**src/rtl/id_stage_pipelined.sv**
```systemverilog
// ---------------------------------------------------------------------------
// id_stage_pipelined
//   Instruction-decode stage of the 5-stage MIPS datapath. Holds the register
//   file, extends the 16-bit immediate, resolves beq/bne in ID, detects
//   load-use and branch-operand hazards, and drives the registered ID/EX
//   pipeline slot (bubble/flush capable) plus the IF stall/redirect controls.
//
// Ports
//   Clock, Reset_n            rising-edge clock, asynchronous active-low reset
//   Instruction, PCPlusFour   IF/ID instruction word and its PC+4
//   InValid                   IF/ID slot holds a real instruction
//   CtrlIn                    opaque EX/MEM/WB control bundle
//   RegWriteIn, RegDstIn      destination write enable / rd-vs-rt select
//   IsLoadIn, UsesRtIn        load marker / instruction reads rt
//   IsBranchIn, BranchNeIn    beq/bne marker, 1 = bne
//   SignExtIn                 1 = sign-extend imm16, 0 = zero-extend
//   ExMemRegWrite, ExMemDest  pending write in EX/MEM (branch hazard check)
//   RegWrite, rDestSelected,
//   regWriteData              write-back port into the register file
//   Flush                     squash the instruction currently in ID
//   Stall_PC_output,
//   Stall_IFID_output         hold PC and IF/ID this cycle
//   PCSel_output,
//   BranchTarget_output       combinational branch redirect and target
//   *_output (ID/EX)          registered decode results, 1-cycle latency
//   StallCount_output         saturating count of stall cycles
// ---------------------------------------------------------------------------
module id_stage_pipelined #(
   parameter int DATA_W = 32,
   parameter int ADDR_W = 5,
   parameter int CTRL_W = 16,
   parameter int CNT_W  = 16
) (
   input  logic              Clock,
   input  logic              Reset_n,
   input  logic [31:0]       Instruction,
   input  logic [31:0]       PCPlusFour,
   input  logic              InValid,
   input  logic [CTRL_W-1:0] CtrlIn,
   input  logic              RegWriteIn,
   input  logic              RegDstIn,
   input  logic              IsLoadIn,
   input  logic              UsesRtIn,
   input  logic              IsBranchIn,
   input  logic              BranchNeIn,
   input  logic              SignExtIn,
   input  logic              ExMemRegWrite,
   input  logic [ADDR_W-1:0] ExMemDest,
   input  logic              RegWrite,
   input  logic [ADDR_W-1:0] rDestSelected,
   input  logic [DATA_W-1:0] regWriteData,
   input  logic              Flush,
   output logic              Stall_PC_output,
   output logic              Stall_IFID_output,
   output logic              PCSel_output,
   output logic [31:0]       BranchTarget_output,
   output logic              Valid_output,
   output logic [CTRL_W-1:0] Ctrl_output,
   output logic              RegWrite_output,
   output logic              IsLoad_output,
   output logic [DATA_W-1:0] Reg_Data1_output,
   output logic [DATA_W-1:0] Reg_Data2_output,
   output logic [DATA_W-1:0] Imm32b_output,
   output logic [ADDR_W-1:0] Rs_output,
   output logic [ADDR_W-1:0] Rt_output,
   output logic [ADDR_W-1:0] Dest_output,
   output logic [CNT_W-1:0]  StallCount_output
);

   localparam int NUM_REGS = 2 ** ADDR_W;

   function automatic logic [CNT_W-1:0] sat_inc(input logic [CNT_W-1:0] c);
      return (&c) ? c : c + CNT_W'(1);
   endfunction

   function automatic logic [DATA_W-1:0] ext_imm(input logic [15:0] imm, input logic sext);
      logic signed [15:0] imm_s;
      imm_s = $signed(imm);
      return sext ? DATA_W'(imm_s) : DATA_W'(imm);
   endfunction

   logic [DATA_W-1:0] regs [NUM_REGS];

   logic [ADDR_W-1:0]   rs, rt, rd, dest;
   logic [15:0]         imm16;
   logic signed [31:0]  br_off;
   logic signed [DATA_W-1:0] data1, data2;
   logic                rt_used, hit_idex, hit_exmem;
   logic                load_use, br_haz, stall, taken, bubble;

   logic                vld_p1, regwrite_p1, isload_p1;
   logic [CTRL_W-1:0]   ctrl_p1;
   logic [DATA_W-1:0]   data1_p1, data2_p1, imm_p1;
   logic [ADDR_W-1:0]   rs_p1, rt_p1, dest_p1;
   logic [CNT_W-1:0]    stall_cnt;

   assign rs    = Instruction[21 +: ADDR_W];
   assign rt    = Instruction[16 +: ADDR_W];
   assign rd    = Instruction[11 +: ADDR_W];
   assign imm16 = Instruction[15:0];
   assign dest  = !RegWriteIn ? '0 : (RegDstIn ? rd : rt);

   // Register file; entry 0 is never written so it always holds zero.
   always_ff @(posedge Clock or negedge Reset_n) begin
      if (!Reset_n) begin
         for (int i = 0; i < NUM_REGS; i++) regs[i] <= '0;
      end else if (RegWrite && rDestSelected != '0) begin
         regs[rDestSelected] <= regWriteData;
      end
   end

   // Reads see the write-back value in the same cycle it is being written.
   always_comb begin
      data1 = $signed(regs[rs]);
      if (RegWrite && rDestSelected == rs) data1 = $signed(regWriteData);
      if (rs == '0) data1 = '0;
      data2 = $signed(regs[rt]);
      if (RegWrite && rDestSelected == rt) data2 = $signed(regWriteData);
      if (rt == '0) data2 = '0;
   end

   // rt only counts as a source when the instruction actually reads it.
   assign rt_used   = UsesRtIn || IsBranchIn;
   assign hit_idex  = (dest_p1 == rs) || (rt_used && dest_p1 == rt);
   assign hit_exmem = (ExMemDest == rs) || (rt_used && ExMemDest == rt);

   assign load_use = vld_p1 && isload_p1 && dest_p1 != '0 && hit_idex;
   // No EX->ID forwarding: a branch waits until its operands reach the regfile.
   assign br_haz   = IsBranchIn && ((vld_p1 && regwrite_p1 && hit_idex) ||
                                    (ExMemRegWrite && ExMemDest != '0 && hit_exmem));
   assign stall    = InValid && !Flush && (load_use || br_haz);
   assign taken    = InValid && IsBranchIn && !stall && !Flush &&
                     ((data1 == data2) ^ BranchNeIn);
   assign bubble   = stall || Flush;

   assign br_off              = 32'($signed(imm16)) <<< 2;
   assign BranchTarget_output = PCPlusFour + $unsigned(br_off);
   assign PCSel_output        = taken;
   assign Stall_PC_output     = stall;
   assign Stall_IFID_output   = stall;

   // ---- ID -> EX boundary ----
   always_ff @(posedge Clock or negedge Reset_n) begin
      if (!Reset_n) begin
         vld_p1      <= 1'b0;
         regwrite_p1 <= 1'b0;
         isload_p1   <= 1'b0;
         ctrl_p1     <= '0;
         data1_p1    <= '0;
         data2_p1    <= '0;
         imm_p1      <= '0;
         rs_p1       <= '0;
         rt_p1       <= '0;
         dest_p1     <= '0;
         stall_cnt   <= '0;
      end else begin
         if (bubble) begin
            vld_p1      <= 1'b0;
            regwrite_p1 <= 1'b0;
            isload_p1   <= 1'b0;
            ctrl_p1     <= '0;
            data1_p1    <= '0;
            data2_p1    <= '0;
            imm_p1      <= '0;
            rs_p1       <= '0;
            rt_p1       <= '0;
            dest_p1     <= '0;
         end else begin
            vld_p1      <= InValid;
            regwrite_p1 <= RegWriteIn;
            isload_p1   <= IsLoadIn;
            ctrl_p1     <= CtrlIn;
            data1_p1    <= $unsigned(data1);
            data2_p1    <= $unsigned(data2);
            imm_p1      <= ext_imm(imm16, SignExtIn);
            rs_p1       <= rs;
            rt_p1       <= rt;
            dest_p1     <= dest;
         end
         if (stall) stall_cnt <= sat_inc(stall_cnt);
      end
   end

   assign Valid_output      = vld_p1;
   assign Ctrl_output       = ctrl_p1;
   assign RegWrite_output   = regwrite_p1;
   assign IsLoad_output     = isload_p1;
   assign Reg_Data1_output  = data1_p1;
   assign Reg_Data2_output  = data2_p1;
   assign Imm32b_output     = imm_p1;
   assign Rs_output         = rs_p1;
   assign Rt_output         = rt_p1;
   assign Dest_output       = dest_p1;
   assign StallCount_output = stall_cnt;

endmodule

```
**config.mk**
```make
export PLATFORM = sky130hd
export DESIGN_NAME = id_stage_pipelined
export DESIGN_NICKNAME = d
export VERILOG_FILES = /design/src/rtl/id_stage_pipelined.sv
export SDC_FILE = /design/constraint.sdc
export NUM_CORES = 2
export LEC_CHECK = 0
export ABC_AREA = 0
export ABC_CLOCK_PERIOD_IN_PS = 10600
export BUFFER_PORTS_ARGS = -buffer_cell sky130_fd_sc_hd__buf_2
export CAP_MARGIN = 20
export CORE_MARGIN = 2
export CORE_UTILIZATION = 45
export CTS_CLUSTER_DIAMETER = 50
export DETAILED_ROUTE_END_ITERATION = 16
export PLACE_DENSITY = 0.59
export SETUP_SLACK_MARGIN = 0.4
export SLEW_MARGIN = 20
export SYNTH_ARGS = -nofsm -noshare
export SYNTH_HDL_FRONTEND = slang
export SYNTH_SLANG_ARGS = --single-unit
```
**constraint.sdc**
```tcl
create_clock -name Clock -period 10.6 [get_ports Clock]
set_input_delay 1.59 -clock Clock [delete_from_list [all_inputs] [get_ports Clock]]
set_output_delay 1.59 -clock Clock [all_outputs]
set_load 0.005 [all_outputs]
```
Word-level counts from Yosys, hierarchy flattened:

Index checks and enable logic that the tools add are counted.

* input port bits: 135
* logic and storage cells: 122
* output and inout port bits: 181
* register bits after elaboration: 1170

* $lt $le $gt $ge: 4
* bitwise gates (word level): 5
* equality and inequality tests: 7
* multiplexer cells: 26
* add/sub/neg operators: 2
* reduce and logical (&&, ||, !) cells: 35

Operators by type and width (number)
* 1024-bit bitwise mux: 1
* 32-bit two-way mux: 13
* 32-bit binary-select mux with 5-bit select: 2
* 32-bit demux with 5-bit select: 1
* 32-bit adder: 1
* 32-bit == test: 1
* 5-bit == test: 6
* 5-bit two-way mux: 5
* 1-bit logical AND: 20
* 6-bit >= comparator, second input constant: 3
* 5-bit inverter with 6-bit output: 3
* 16-bit by 1-bit adder with 16-bit output, second input constant: 1
* 16-bit two-way mux: 1
* 16-bit AND reduction: 1
* 5-bit nonzero test: 3
* 5-bit zero test: 2
* 1-bit logical OR: 6
* 6-bit by 1-bit less-than comparator with 1-bit output, second input constant: 1
* 1-bit two-way mux: 3
* 1-bit zero test: 2
* 2-bit AND reduction: 1
* 1-bit inverter: 1
* 1-bit bitwise XOR: 1

Logic depth before layout (Yosys ltp):

* depth in word-level cells: 12
* depth in mapped cells: 16
* depth with buffers taken out: 14

Least setup slack after synthesis:

Ideal clock, no wire load.

* kind: input to output
* start point: in Instruction[21]
* end point: out PCSel_output
* required time: 9.010 ns
* arrival: 4.220 ns
* stages on the path: 13
* buffers on the path: 3
* setup slack: 4.790 ns
* path through: buf_6 > buf_6 > buf_2 > mux4_2 > mux2i_1 > o22ai_1 > nor3_1 > nor2_1 > xnor2_1 > nor4_2 > nand4_1 > nor4_2 > mux2i_1

* longest elaborated chain between the ends: 11
* elaborated cells between the ends (all ways): 26
* classes of those cells: eq/ne (4); mux (5); bitwise (2); reduce/logical (15)

RTL lines
* start, declared: line 36 `input logic [31:0] Instruction,`
* parallel branches: the longest is 10 deep, another holds 32-bit binary-select mux with 5-bit select
* 1-bit logical AND *: line 132 `assign taken = InValid && IsBranchIn && !stall && !Flush &&`
* end, declared: line 55 `output logic PCSel_output,`

Every way passes the cells marked *. The select of a mux whose other input is x is not followed.

Worst setup path after layout:

* start point: in Instruction[18]
* end point: out PCSel_output

* longest elaborated chain between the ends: 12
* elaborated cells between the ends (all ways): 28
* classes of those cells: eq/ne (4); mux (5); bitwise (2); reduce/logical (17)

RTL lines (line)
* parallel branches: the longest is 11 deep, another holds 32-bit binary-select mux with 5-bit select
* 1-bit logical AND *: 132

Marked as above.

==> impl_results.md <==
- Worst Skew: 0.02772 ns
- Fin crit share: 0.8143
- Most used DFF post-synth: dfrtp_1
- Setup TNS: 0 ns
- Root Buffer: clkbuf_16
- Initial antenna violation count: 19
- Setup Crit Path Kind: input port to primary output
- Startpoint types: input port
- Gpl congestion: 0.8404
- F_max: 0.1159 GHz
- Total power draw: about 14 mW
- TritonCTS Buffers: 144
- Syn nets: 4,495
- Register area: 28,900 um2
- Cell area after synthesis: 61,670 um2
- Drc violations: 0
- Vias: just over 40,000
- Ys Warns: 0
- Clock Latency Late Sink: between 0.7 and 0.8 ns
- Count of final max-slew check failures: 0
- Clk sink count: roughly 1,200
- Gates resized, CTS repair: 0
- Post-CTS Setup Bufs: 0
- Status: completed
- Hold EP: regs[1018]
- Leakage: 30.71 nW
- Largest net degree at the start of global routing: ~170
- First-pass iteration count of the detailed router: 6
- Sequential fraction of the synthesis area: 0.4686
- Worst hold path stage count: 0
- Area delta synth->final: 12.38%
- Rel. slew slack: 0.2147
- RSZ-0062 raised after global routing: no
- Clock tree from TritonCTS: done
- Post-synth EDFFs: 0
- Max_cap viols: 0
- CP Max Fanout: 21
- Hold WC Path Type: register to register
- First-pass GRT wire length: 304.7 mm
- Post-synthesis async set-or-reset flop share: 1.000
- Maximum vdd drop: ~0.14 mV
- Post-DP HPWL: 123.7 mm
- Core ar.: 135,800 um2
- Multi-input gate area: approximately 31,000 um2
- R2R Path End: StallCount_output[15]
- WL per Instance: 33.26 um
- Starting DRC count in detailed routing: 4,181
- Hold wc startpoint: regs[1018]
- Final setup fails: 0
- Antenna-violating nets left: 0
- Nets@finish: 4,590
- WL final: 210.5 mm
- Io pins: 316
- Share of cells above drive strength 1: 0.4849
- Max Buffers Root-to-Sink: 3
- Die Span Y: 374.2 um
- Synth Register Bits: 1,155
- Cells after Synth: 4,329
- Pwr Density: 195.3 nW/um2
- Worst-Margin Slew: 1.173 ns
- Flop2flop setup slack: about 7.3 ns
- Critical path arrival: 7.04 ns
- Minimum clock period: 8.632 ns
- RR Startpoint: Dest_output[0]
- Reg clk slew, reported paths: 0.06 ns
- Vias in the first global route: 41,734
- Initial core utilization: 0.4541
- Chip width: 374.2 um
- Post-route insts no fill: 6,329
- Row count: 135
- Syn Area/Cell: 14.25 um2
- Number of buffers added on ports: 305
- Hold_buf cts: 0
- DP Cell Count: 6,059
- FF-to-FF path depth: 11
- Final Hold Fails: 0
- Gr usage total: 0.3005
- Critical Path Source: Instruction[18]
- Req. time, crit path: 9.01 ns
- Htree depth: 4
- Hold WS: approximately 0.4 ns
- Die ar.: 140,000 um2
- Via/cell ratio: 6.535
- Fill cells: approximately 12,000
- Worst setup EP type: primary output
- GRT overflow: 0
- Synth cell types: 70
==> synthesized netlist by cell type (all sizes together) (24+ instances only) <==
| library cell | n | area [um2] |
|---|---|---|
| a21oi | 70 | 354.1 |
| nand2 | 141 | 529.3 |
| a221oi | 26 | 234.0 |
| clkbuf | 259 | 972.2 |
| o221ai | 24 | 210.2 |
| o21ai | 40 | 200.2 |
| dfrtp | 1155 | 28900 |
| a211oi | 30 | 225.2 |
| xnor2 | 70 | 613.1 |
| mux2 | 1031 | 11610 |
| xor2 | 30 | 262.8 |
| mux2i | 183 | 1832 |
| a22oi | 38 | 295.3 |
| mux4 | 461 | 10400 |
| o211ai | 24 | 180.2 |
| o22ai | 45 | 281.5 |
| buf | 207 | 1404 |
| ha | 30 | 375.4 |
| nand3 | 31 | 155.2 |
| and2 | 62 | 387.9 |
| nor2 | 117 | 439.2 |
==> critical path, stage by stage <==
cell and delay, ns:
buf_4 0.39, buf_4 0.39, or3_2 0.20, or3_1 0.43, nand2_1 0.49, o31ai_1 0.73, xnor2_1 0.40, nor4_1 0.87
nand4_1 0.47, nor4_2 0.62, mux2i_1 0.24, buf_2 0.13
==> registers in the layout, summed over array words and instances (netlist names) <==
register           flops
regs                1024
Reg_Data1_output      32
Reg_Data2_output      32
Imm32b_output         17
Ctrl_output           16
StallCount_output     16
Dest_output            5
Rs_output              5
Rt_output              5
IsLoad_output          1
RegWrite_output        1
Valid_output           1
==> report_power, final <==
group | internal [mW] | leakage (nW) | total (mW) | switching [mW]
logic | 1.50 | 13.4 | 2.65 | 1.15
clock network | 3.09 | 2.45 | 5.14 | 2.05
registers | 5.19 | 14.9 | 5.74 | 0.549
total | 9.78 | 30.7 | 13.5 | 3.76
==> layer usage <==
metal  up-vias  track usage  wire (um)  share of wire
li1      16642            -          -              -
met1     22247       0.4207      88440           0.42
met2      2033       0.4615      96310           0.46
met3       430      0.06555      18380          0.087
met4        10       0.1099       7316          0.035
met5         -            0         68        0.00032
==> cells in the final DEF, fill, tap and decap left out, drive strengths merged, types with 7 or more instances in the layout <==
| master | instances |
|---|---|
| inv | 25 |
| bufinv | 15 |
| nor4 | 9 |
| a32oi | 17 |
| nand2b | 23 |
| a21oi | 70 |
| a31oi | 17 |
| o211ai | 24 |
| nor2 | 117 |
| mux2i | 183 |
| xor2 | 30 |
| xnor2 | 70 |
| nor3b | 8 |
| a2111oi | 7 |
| a21o | 23 |
| a211oi | 30 |
| o21ai | 40 |
| nor3 | 23 |
| clkbuf | 189 |
| a211o | 7 |
| nand2 | 141 |
| mux2 | 1031 |
| a311oi | 8 |
| mux4 | 461 |
| and3 | 14 |
| and2 | 62 |
| nor2b | 20 |
| buf | 415 |
| nand4 | 11 |
| a22oi | 38 |
| dfrtp | 1155 |
| nand3 | 31 |
| a221oi | 26 |
| o22ai | 45 |
| o221ai | 24 |
| diode | 7 |
| clkinv | 40 |
| ha | 30 |
==> per-stage QoR <==
| step | utilization | instance area, um2 | worst slack, ns |
|---|---|---|---|
| finish | 0.5104 | 69310 | 1.968 |
| global route | 0.5103 | 69300 | 1.926 |
| CTS | 0.5102 | 69290 | 2.209 |
| detailed placement | 0.4736 | 64320 | 2.247 |
| global placement | 0.4736 | 64320 | 2.189 |
| floorplan | - | 61670 | 4.790 |
==> logic make-up (layout without fill, tap and decap cells) <==
family / Yosys count / in the layout / synth area share
muxes: 1675 / 1675 / 0.3867
DFF: 1155 / 1155 / 0.4686
and+or+nand+nor: 482 / 482 / 0.03824
buffers and inverters: 478 / 690 / 0.03926
AOI/OAI and AO/OA: 408 / 408 / 0.04660
xor gates and xnor gates: 100 / 100 / 0.01420
adders and majority gates: 31 / 31 / 0.006411
other: 0 / 7 / 0
==> final cells by class <==
class                           count  area share
Multi-Input combinational cell   2696      0.4413
Sequential cell                  1155      0.4170
Clock buffer                      189     0.05867
Timing Repair Buffer              415     0.03685
Tap cell                         1781     0.03215
Clock inverter                     74     0.01309
Inverter                           12   0.0006860
Antenna cell                        7   0.0002527
==> worst max-delay path by stage <==
stage	to
CTS	PCSel_output
detailed placement	PCSel_output
floorplan	PCSel_output
global route	PCSel_output
finish	PCSel_output
global placement	PCSel_output
(Power assumes the default switching activity.)
